File: src/rtl/mul_arb_pkg.sv
// Shared types and helpers for the mantissa multiplier arbiter.
//   PROD_W  : product width for the default 24-bit mantissa
//   tag_t   : in-flight tag {valid, requester id}
//   rr_pick : round-robin one-hot pick starting after the last grant
package mul_arb_pkg;

  localparam int unsigned MaxReq    = 4;
  localparam int unsigned ID_W      = 2;
  localparam int unsigned WIDTH_DEF = 24;
  localparam int unsigned PROD_W    = 2 * WIDTH_DEF;

  typedef struct packed {
    logic            v;
    logic [ID_W-1:0] id;
  } tag_t;

  // Scan n_req slots starting at last+1; the first eligible slot wins.
  function automatic logic [MaxReq-1:0] rr_pick(input logic [MaxReq-1:0] elig,
                                                input logic [ID_W-1:0]   last,
                                                input int unsigned       n_req);
    logic [MaxReq-1:0] gnt;
    logic [ID_W-1:0]   idx;
    gnt = '0;
    for (int unsigned k = 1; k <= MaxReq; k++) begin
      if (k <= n_req) begin
        idx = ID_W'((32'(last) + k) % n_req);
        if (gnt == '0 && elig[idx]) gnt[idx] = 1'b1;
      end
    end
    return gnt;
  endfunction

endpackage

File: src/rtl/mul_rsp_fifo.sv
// Per-requester result FIFO, not fall-through: dout is the registered head entry.
//   clk, rst_n : clock, async active-low reset
//   push, din  : write one entry (never issued when full)
//   pop        : drop the head entry (only when count != 0)
//   dout       : head entry
//   count      : occupancy, 0..DEPTH
module mul_rsp_fifo #(
  parameter int unsigned DW    = 48,
  parameter int unsigned DEPTH = 4
) (
  input  logic                       clk,
  input  logic                       rst_n,
  input  logic                       push,
  input  logic [DW-1:0]              din,
  input  logic                       pop,
  output logic [DW-1:0]              dout,
  output logic [$clog2(DEPTH+1)-1:0] count
);

  localparam int unsigned PtrW = $clog2(DEPTH);
  localparam int unsigned CntW = $clog2(DEPTH + 1);

  logic [DW-1:0]   mem_q [DEPTH];
  logic [PtrW-1:0] wr_q, rd_q;
  logic [CntW-1:0] count_q;

  always_ff @(posedge clk or negedge rst_n) begin
    if (!rst_n) begin
      for (int i = 0; i < DEPTH; i++) mem_q[i] <= '0;
      wr_q    <= '0;
      rd_q    <= '0;
      count_q <= '0;
    end else begin
      if (push) begin
        mem_q[wr_q] <= din;
        wr_q        <= wr_q + PtrW'(1);
      end
      if (pop) rd_q <= rd_q + PtrW'(1);
      count_q <= count_q + CntW'(push) - CntW'(pop);
    end
  end

  assign dout  = mem_q[rd_q];
  assign count = count_q;

endmodule

File: src/rtl/mant_mul_arbiter.sv
// Round-robin scheduler sharing one pipelined mantissa multiplier between N_REQ requesters.
//   req_valid/req_ready/req_a/req_b : per-requester operand handshake (ready = grant)
//   mul_valid/mul_a/mul_b/mul_z     : registered issue to the multiplier, product MUL_LAT later
//   rsp_valid/rsp_ready/rsp_z       : per-requester result FIFO head
//   busy                            : any op in flight or any result buffered
module mant_mul_arbiter
  import mul_arb_pkg::*;
#(
  parameter int unsigned N_REQ      = 2,
  parameter int unsigned WIDTH      = 24,
  parameter int unsigned MUL_LAT    = 3,
  parameter int unsigned FIFO_DEPTH = 4
) (
  input  logic                       clk,
  input  logic                       rst_n,
  input  logic [N_REQ-1:0]           req_valid,
  output logic [N_REQ-1:0]           req_ready,
  input  logic [N_REQ*WIDTH-1:0]     req_a,
  input  logic [N_REQ*WIDTH-1:0]     req_b,
  output logic                       mul_valid,
  output logic [WIDTH-1:0]           mul_a,
  output logic [WIDTH-1:0]           mul_b,
  input  logic [2*WIDTH-1:0]         mul_z,
  output logic [N_REQ-1:0]           rsp_valid,
  input  logic [N_REQ-1:0]           rsp_ready,
  output logic [N_REQ*2*WIDTH-1:0]   rsp_z,
  output logic                       busy
);

  localparam int unsigned ProdW = 2 * WIDTH;
  localparam int unsigned CntW  = $clog2(FIFO_DEPTH + 1);

  // cred = in-flight ops plus FIFO occupancy; capping it at FIFO_DEPTH makes overflow impossible.
  logic [CntW-1:0]   cred_q [N_REQ];
  logic [CntW-1:0]   cred_d [N_REQ];
  logic [ID_W-1:0]   last_q;
  logic [N_REQ-1:0]  elig, grant, push, pop;
  logic [MaxReq-1:0] elig_ext, pick_ext;
  logic [ID_W-1:0]   grant_id;
  logic              any_grant, any_cred;
  logic              mul_valid_q, busy_q;
  logic [WIDTH-1:0]  mul_a_q, mul_b_q;

  // Stage 0 is loaded alongside mul_valid; stage MUL_LAT lines up with mul_z.
  tag_t tag_q [MUL_LAT+1];

  always_comb begin
    elig_ext = '0;
    for (int unsigned i = 0; i < N_REQ; i++) begin
      elig[i]     = req_valid[i] && (cred_q[i] < CntW'(FIFO_DEPTH));
      elig_ext[i] = elig[i];
    end
    pick_ext = rr_pick(elig_ext, last_q, N_REQ);
    // Held low while reset is asserted so no handshake completes during reset.
    grant     = pick_ext[N_REQ-1:0] & {N_REQ{rst_n}};
    any_grant = |grant;
    grant_id  = '0;
    for (int unsigned i = 0; i < N_REQ; i++) begin
      if (grant[i]) grant_id = ID_W'(i);
    end
  end

  assign req_ready = grant;

  always_comb begin
    any_cred = 1'b0;
    for (int unsigned i = 0; i < N_REQ; i++) begin
      push[i]   = tag_q[MUL_LAT].v && (tag_q[MUL_LAT].id == ID_W'(i));
      pop[i]    = rsp_valid[i] && rsp_ready[i];
      cred_d[i] = cred_q[i] + CntW'(grant[i]) - CntW'(pop[i]);
      any_cred  = any_cred | (cred_d[i] != '0);
    end
  end

  always_ff @(posedge clk or negedge rst_n) begin
    if (!rst_n) begin
      for (int i = 0; i < N_REQ; i++) cred_q[i] <= '0;
      for (int s = 0; s <= MUL_LAT; s++) tag_q[s] <= '0;
      last_q      <= ID_W'(N_REQ - 1);
      mul_valid_q <= 1'b0;
      mul_a_q     <= '0;
      mul_b_q     <= '0;
      busy_q      <= 1'b0;
    end else begin
      for (int i = 0; i < N_REQ; i++) cred_q[i] <= cred_d[i];
      tag_q[0] <= '{v: any_grant, id: grant_id};
      for (int s = 1; s <= MUL_LAT; s++) tag_q[s] <= tag_q[s-1];
      mul_valid_q <= any_grant;
      if (any_grant) begin
        last_q  <= grant_id;
        mul_a_q <= req_a[grant_id*WIDTH +: WIDTH];
        mul_b_q <= req_b[grant_id*WIDTH +: WIDTH];
      end
      busy_q <= any_cred;
    end
  end

  assign mul_valid = mul_valid_q;
  assign mul_a     = mul_a_q;
  assign mul_b     = mul_b_q;
  assign busy      = busy_q;

  for (genvar i = 0; i < N_REQ; i++) begin : g_req
    logic [CntW-1:0]  fifo_count;
    logic [ProdW-1:0] fifo_dout;

    mul_rsp_fifo #(
      .DW    (ProdW),
      .DEPTH (FIFO_DEPTH)
    ) u_fifo (
      .clk   (clk),
      .rst_n (rst_n),
      .push  (push[i]),
      .din   (mul_z),
      .pop   (pop[i]),
      .dout  (fifo_dout),
      .count (fifo_count)
    );

    assign rsp_valid[i]               = (fifo_count != '0);
    assign rsp_z[i*ProdW +: ProdW]    = fifo_dout;
  end

endmodule

File: config.mk
export PLATFORM = sky130hd
export DESIGN_NAME = mant_mul_arbiter
export DESIGN_NICKNAME = d
export VERILOG_FILES = /design/src/rtl/mul_arb_pkg.sv /design/src/rtl/mul_rsp_fifo.sv /design/src/rtl/mant_mul_arbiter.sv
export SDC_FILE = /design/constraint.sdc
export NUM_CORES = 1
export LEC_CHECK = 0
export CORE_UTILIZATION = 55
export CTS_CLUSTER_SIZE = 40
export DETAILED_ROUTE_END_ITERATION = 8
export PLACE_DENSITY = 0.8
export SYNTH_ARGS = -nofsm -noshare
export SYNTH_HDL_FRONTEND = slang
export SYNTH_HIERARCHICAL = 1
export SYNTH_SLANG_ARGS = --single-unit
File: constraint.sdc
create_clock -name clk -period 3.6 [get_ports clk]
set_clock_uncertainty 0.1 [all_clocks]
set_input_delay 0.72 -clock clk [delete_from_list [all_inputs] [get_ports clk]]
set_output_delay 0.72 -clock clk [all_outputs]
set_load 0.05 [all_outputs]
==> flow_summary.ini, run 1 <==
[routing]
drc = 0
first_iter_violations = 636
vias = 12300
wl_per_cell_um = 23.0
via_per_inst = 5.87
routed_wl_mm = 48.2
drt_first_pass_iters = 5
antenna_left = 0

[global_route]
grt.total_usage = 0.256
grt_first_pass_wirelength_mm = 76.6
overflow = 0
grt_pass1_vias = 13400
grt_max_degree = 190
antenna_found_initial = 1

[run]
maxCapViolCount = 0

[timing]
slew_viol_final = 0
worstMarginPinSlew_ps = 1050
fin_crit_ps = 3520
finalHoldViolCount = 0
rsz0062_at_grt = false
relSlewSlack = 0.300
fmaxAchievable_mhz = 284
fin_ws_ps = 81.9
setup_violations = 0
fin_hold_ws_ps = 238
period_share = 0.977
tns_ps = 0

[clock_tree]
htree_levels = 2
cts_root_buf = clkbuf_16
cts_tree = done
clkSinkCount = 462
cts_buffers = 49
ctsLongestPathBuffers = 3
worstSkewPairLatency_ps = 560
clkTransAtPathRegs_ps = 60

[placement]
io_buffer_count = 299
dp_hpwl_mm = 29.6
pre_cts_slack_ps = 105
gp_congestion = 0.833
place_area_um2 = 24400

[worst_setup_path]
critPathMaxFanout = 19
rrSetupSlack_ps = 460
crit_path_start = g_req[0].u_fifo/rd_q[1]$_DFFE_PN0P_
crit_type = reg2out
cp.required_ps = 2780
critPathCapture = rsp_z[30]
start_kind = register
r2r_start = g_req[0].u_fifo/count[1]$_DFF_PN0_
worstPathArrival_ps = 2700
worst_setup_path_end_kind = primary output
worst_r2r_endpoint = busy$_DFF_PN0_
r2r_cells = 10

[power]
pwr_density_cell_nw_per_um2 = 1070
p_leak_nw = 11.8
peakVddDrop_v = 0.000508

[synth]
synth_warnings = 6
ys_ff_latch = 462
syn_avg_cell_area_um2 = 16.9
synthesis.nets = 1425
netlist_instances = 1255
seq_area_frac_synth = 0.546
syn_area_um2 = 21200
synthDistinctLibCells = 37

[die]
ioPinCount = 300
fp.dieW_um = 198
initial_core_util = 0.561
rows = 71
fp.dieH_um = 198
core-area_um2 = 37800
dieArea_um2 = 39300

[finish]
syn_to_final_growth_pct = 23.4
utilization = 0.693
final_common_cell = dfrtp_1
finalInstanceArea_um2 = 26100
drive_gt1_frac = 0.388
layout_common_cells = dfrtp_1 (457), clkdlybuf4s50_1 (257), mux2_2 (224)
seqCellArea_um2 = 11600
fillCellCount = 2506
fin_nets = 1712
multi_input_area_um2 = 8820

[run_status]
outcome = finished, final reports clean

[min_path]
min_path_type = reg2reg
[registers in the layout, summed over array words and instances (netlist names)]
name / flops
cred_q: 6
last_q: 1
g_req.u_fifo/rd_q: 4
g_req.u_fifo/count: 6
g_req.u_fifo/wr_q: 4
mul_b: 24
tag_q: 8
mul_a: 24
busy: 1
g_req.u_fifo/mem_q: 384
[report_power, final]
group          internal, mW  total [mW]  switching [mW]
registers              7.51        8.92            1.41
clock network          3.14        5.21            2.07
logic                  6.26        13.8            7.55
[cell usage after synthesis, drive strengths merged]
cell | n | area [um^2]
a2bb2oi | 18 | 158
or4 | 1 | 7.51
dfrtp | 461 | 11500
buf | 81 | 683
or3 | 3 | 18.8
ha | 16 | 200
xnor2 | 9 | 78.8
a21o | 2 | 22.5
dfstp | 1 | 26.3
a221o | 30 | 300
or3b | 1 | 11.3
mux4 | 96 | 2160
and4b | 18 | 180
clkinv | 2 | 8.75
nor2 | 1 | 6.26
and3 | 30 | 188
and3b | 2 | 17.5
nand2 | 12 | 105
o21ai | 20 | 100
and2 | 4 | 25.0
inv | 20 | 75.1
nand2b | 2 | 12.5
a221oi | 18 | 158
clkbuf | 11 | 41.3
fa | 4 | 80.1
mux2 | 384 | 4920
nand3b | 2 | 18.8
nor2b | 1 | 6.26
xor2 | 5 | 43.8
[how the worst min path moves through the flow]
stage | startpoint | slack [ps] | endpoint | depth (start not counted)
floorplan | tag_q[3]$_DFF_PN0_ | 230 | tag_q[0]$_DFF_PN0_ | 0
global route | tag_q[3]$_DFF_PN0_ | 250 | tag_q[0]$_DFF_PN0_ | 0
finish | tag_q[9]$_DFF_PN0_ | 240 | tag_q[6]$_DFF_PN0_ | 0
CTS | tag_q[9]$_DFF_PN0_ | 240 | tag_q[6]$_DFF_PN0_ | 0
global placement | tag_q[6]$_DFF_PN0_ | 230 | tag_q[3]$_DFF_PN0_ | 0
detailed placement | tag_q[9]$_DFF_PN0_ | 240 | tag_q[6]$_DFF_PN0_ | 0
[layer usage]
metal | wire length [um] | GRT usage | vias up
li1 | - | - | 5303
met1 | 20100 | 0.340 | 6502
met2 | 24000 | 0.423 | 385
met3 | 2560 | 0.0485 | 88
met4 | 1510 | 0.0899 | 0
met5 | 0 | 0 | -
[cell type report]
| cell class | instances | area share |
|---|---|---|
| diodes | 1 | 0.0000957 |
| repair buffers | 328 | 0.128 |
| well taps | 511 | 0.0245 |
| clock inverters | 28 | 0.0116 |
| inverters | 22 | 0.00321 |
| flip-flops and latches | 462 | 0.443 |
| clock buffers | 62 | 0.0527 |
| multi-input cells | 679 | 0.338 |
[critical path, cell delays in order (launching register included)]
cell	delay (ps)
dfrtp_2	770
buf_12	270
mux4_2	310
clkdlybuf4s50_1	770
[kinds of logic (layout without fill, tap and decap cells)]
kind of cell	after synthesis	count (layout)	synth area share
muxes	480	480	0.334
DFF	462	462	0.546
buffers and inverters	114	440	0.0381
AOI/OAI and AO/OA	88	88	0.0348
and+or+nand+nor	77	77	0.0282
adders and majority gates	20	20	0.0132
xor gates and xnor gates	14	14	0.00579
other	0	1	0
[per-stage QoR]
| stage | cells | total power [mW] |
|---|---|---|
| finish | 2093 | 27.9 |
| global route | 2093 | 29.2 |
| CTS | 2092 | 28.2 |
| detailed placement | 1999 | 23.1 |
| global placement | 1999 | 22.7 |
| floorplan | 1255 | 19.1 |
[timing repair]
| item | in CTS | in global routing |
|---|---|---|
| endpoints found under the setup margin | 59 | 11 |
| hold endpoints to repair | 2 | 0 |
| hold buffers | 1 | 0 |
| resized for setup | 28 | 11 |
| buffers inserted | 2 | 0 |
Note: power is estimated with default switching activity, not from simulation.
==> run 2, diff against run 1 <==
--- a/config.mk
+++ b/config.mk
@@ -8,6 +8,7 @@
 export CORE_UTILIZATION = 55
 export CTS_CLUSTER_SIZE = 40
 export DETAILED_ROUTE_END_ITERATION = 8
+export GPL_ROUTABILITY_DRIVEN = 0
 export PLACE_DENSITY = 0.8
 export SYNTH_ARGS = -nofsm -noshare
 export SYNTH_HDL_FRONTEND = slang
==> results of run 2 <==
Same layout as run 1: the final DEF is identical, and so are final timing and power.
==> run 3, diff against run 2 <==
--- a/config.mk
+++ b/config.mk
@@ -9,7 +9,7 @@
 export CTS_CLUSTER_SIZE = 40
 export DETAILED_ROUTE_END_ITERATION = 8
 export GPL_ROUTABILITY_DRIVEN = 0
-export PLACE_DENSITY = 0.8
+export PLACE_DENSITY = 0.9
 export SYNTH_ARGS = -nofsm -noshare
 export SYNTH_HDL_FRONTEND = slang
 export SYNTH_HIERARCHICAL = 1
==> flow_summary.ini, run 3 (synthesized netlist as in run 1, its figures left out) <==
[run_status]
outcome = finished, final reports clean

[die]
fp.dieW_um = 198
fp.dieH_um = 198
dieArea_um2 = 39300
initial_core_util = 0.561
ioPinCount = 300
rows = 71
core-area_um2 = 37800

[power]
finalPower_mw = 28.2
pwr_density_cell_nw_per_um2 = 1080
pwr-share-seq = 0.316
peakVddDrop_v = 0.000663
p_comb_frac = 0.497
power_report.internal_total_mw = 17.2
clkPwrFrac = 0.187
p_leak_nw = 11.8
p_sw_frac = 0.393
power_switching_mw = 11.1

[clock_tree]
clkSinkCount = 462
worstSkewPairLatency_ps = 560
cts_tree = done
ctsLongestPathBuffers = 3
cts_root_buf = clkbuf_16
cts_hold_buf = 0
clkTransAtPathRegs_ps = 60
cts_buffers = 48
htree_levels = 2

[global_route]
overflow = 0
grt_pass1_vias = 13400
grt.total_usage = 0.254
antenna_found_initial = 0
grt_max_degree = 195
grt_first_pass_wirelength_mm = 76.8

[timing]
relSlewSlack = 0.300
finalHoldViolCount = 0
worstMarginPinSlew_ps = 1050
tns_ps = 0
setup_violations = 0
period_share = 0.986
slew_viol_final = 0
fmaxAchievable_mhz = 282
fin_crit_ps = 3550

[finish]
fin_nets = 1706
syn_to_final_growth_pct = 23.6
n_antenna_cell = 0
drive_gt1_frac = 0.385
largest-register = g_req.u_fifo/mem_q
layout_common_cells = dfrtp_1 (457), clkdlybuf4s50_1 (276), mux2_2 (224)
final_common_cell = dfrtp_1
largest_reg_flops = 384

[min_path]
min_path_type = in2async

[routing]
drc = 0
vias = 12200
antenna_left = 0
drt_first_pass_iters = 4
routed_wl_mm = 48.1
via_per_inst = 5.85
first_iter_violations = 712
wl_per_cell_um = 23.1

[worst_setup_path]
worstPathArrival_ps = 2730
worst_setup_path_end_kind = primary output
crit_type = reg2out
r2r_cells = 10
rrSetupSlack_ps = 520
critPathMaxFanout = 50
r2r_start = g_req[0].u_fifo/count[1]$_DFF_PN0_
worst_r2r_endpoint = busy$_DFF_PN0_
cp.required_ps = 2780
start_kind = register

[run]
maxCapViolCount = 0

[placement]
io_buffer_count = 299
dp_hpwl_mm = 29.1
[run 3: cell type report]
class,count,area [um^2]
timing repair buffer,323,3370
clock buffer,64,1370
sequential,462,11600
tap,511,639
inverter,22,83.8
clock inverter,23,330
multi-input combinational,679,8820
fill,2343,11600
[run 3: per-stage QoR]
stage / instance area, um^2 / util / hold WS [ps] / instances / worst slack, ps
final: 26200 / 0.694 / 188 / 2084 / 50.1
after global placement: 24400 / 0.647 / 234 / 1996 / 225
after floorplan: 21200 / - / 231 / 1255 / 236
after CTS: 26100 / 0.692 / 210 / 2084 / 1.37
after detailed placement: 24400 / 0.647 / 237 / 1996 / 171
after global routing: 26200 / 0.694 / 236 / 2084 / -47.0
[run 3: layer usage]
layer	routed length [um]	up-vias	global-route usage
met4	1300	0	0.0792
met3	2400	85	0.0426
met5	0	-	0
met2	24300	381	0.426
met1	20000	6440	0.340
li1	-	5290	-
[run 3: critical path, cell delays in order (launching register included)]
cell             delay (ps)
dfrtp_4                 430
buf_16                  320
mux4_2                  570
clkdlybuf4s50_1         760
[run 3: power by group through the flow]
stage | clock network, mW | registers (mW) | logic [mW]
3_5_place_dp | 0 | 8.94 | 14.1
3_3_place_gp | 0 | 8.80 | 13.8
5_1_grt | 5.59 | 9.21 | 14.7
4_1_cts | 5.37 | 8.91 | 14.2
2_1_floorplan | 0 | 9.29 | 9.81
6_report | 5.27 | 8.93 | 14.0
[run 3: how the worst max path moves through the flow]
stage	startpoint	endpoint	slack [ps]
4_1_cts	g_req[0].u_fifo/rd_q[0]$_DFFE_PN0P_	rsp_z[20]	1
3_5_place_dp	rsp_ready[0]	busy$_DFF_PN0_	170
2_1_floorplan	rst_n	busy$_DFF_PN0_	240
5_1_grt	g_req[0].u_fifo/rd_q[0]$_DFFE_PN0P_	rsp_z[25]	-50
6_report	g_req[0].u_fifo/rd_q[0]$_DFFE_PN0P_	rsp_z[26]	50
3_3_place_gp	rsp_ready[0]	busy$_DFF_PN0_	230
[run 3: repair_timing]
action	in CTS	in global routing
gates resized for setup	1	20
setup endpoints to repair	32	39
setup buffers	1	0
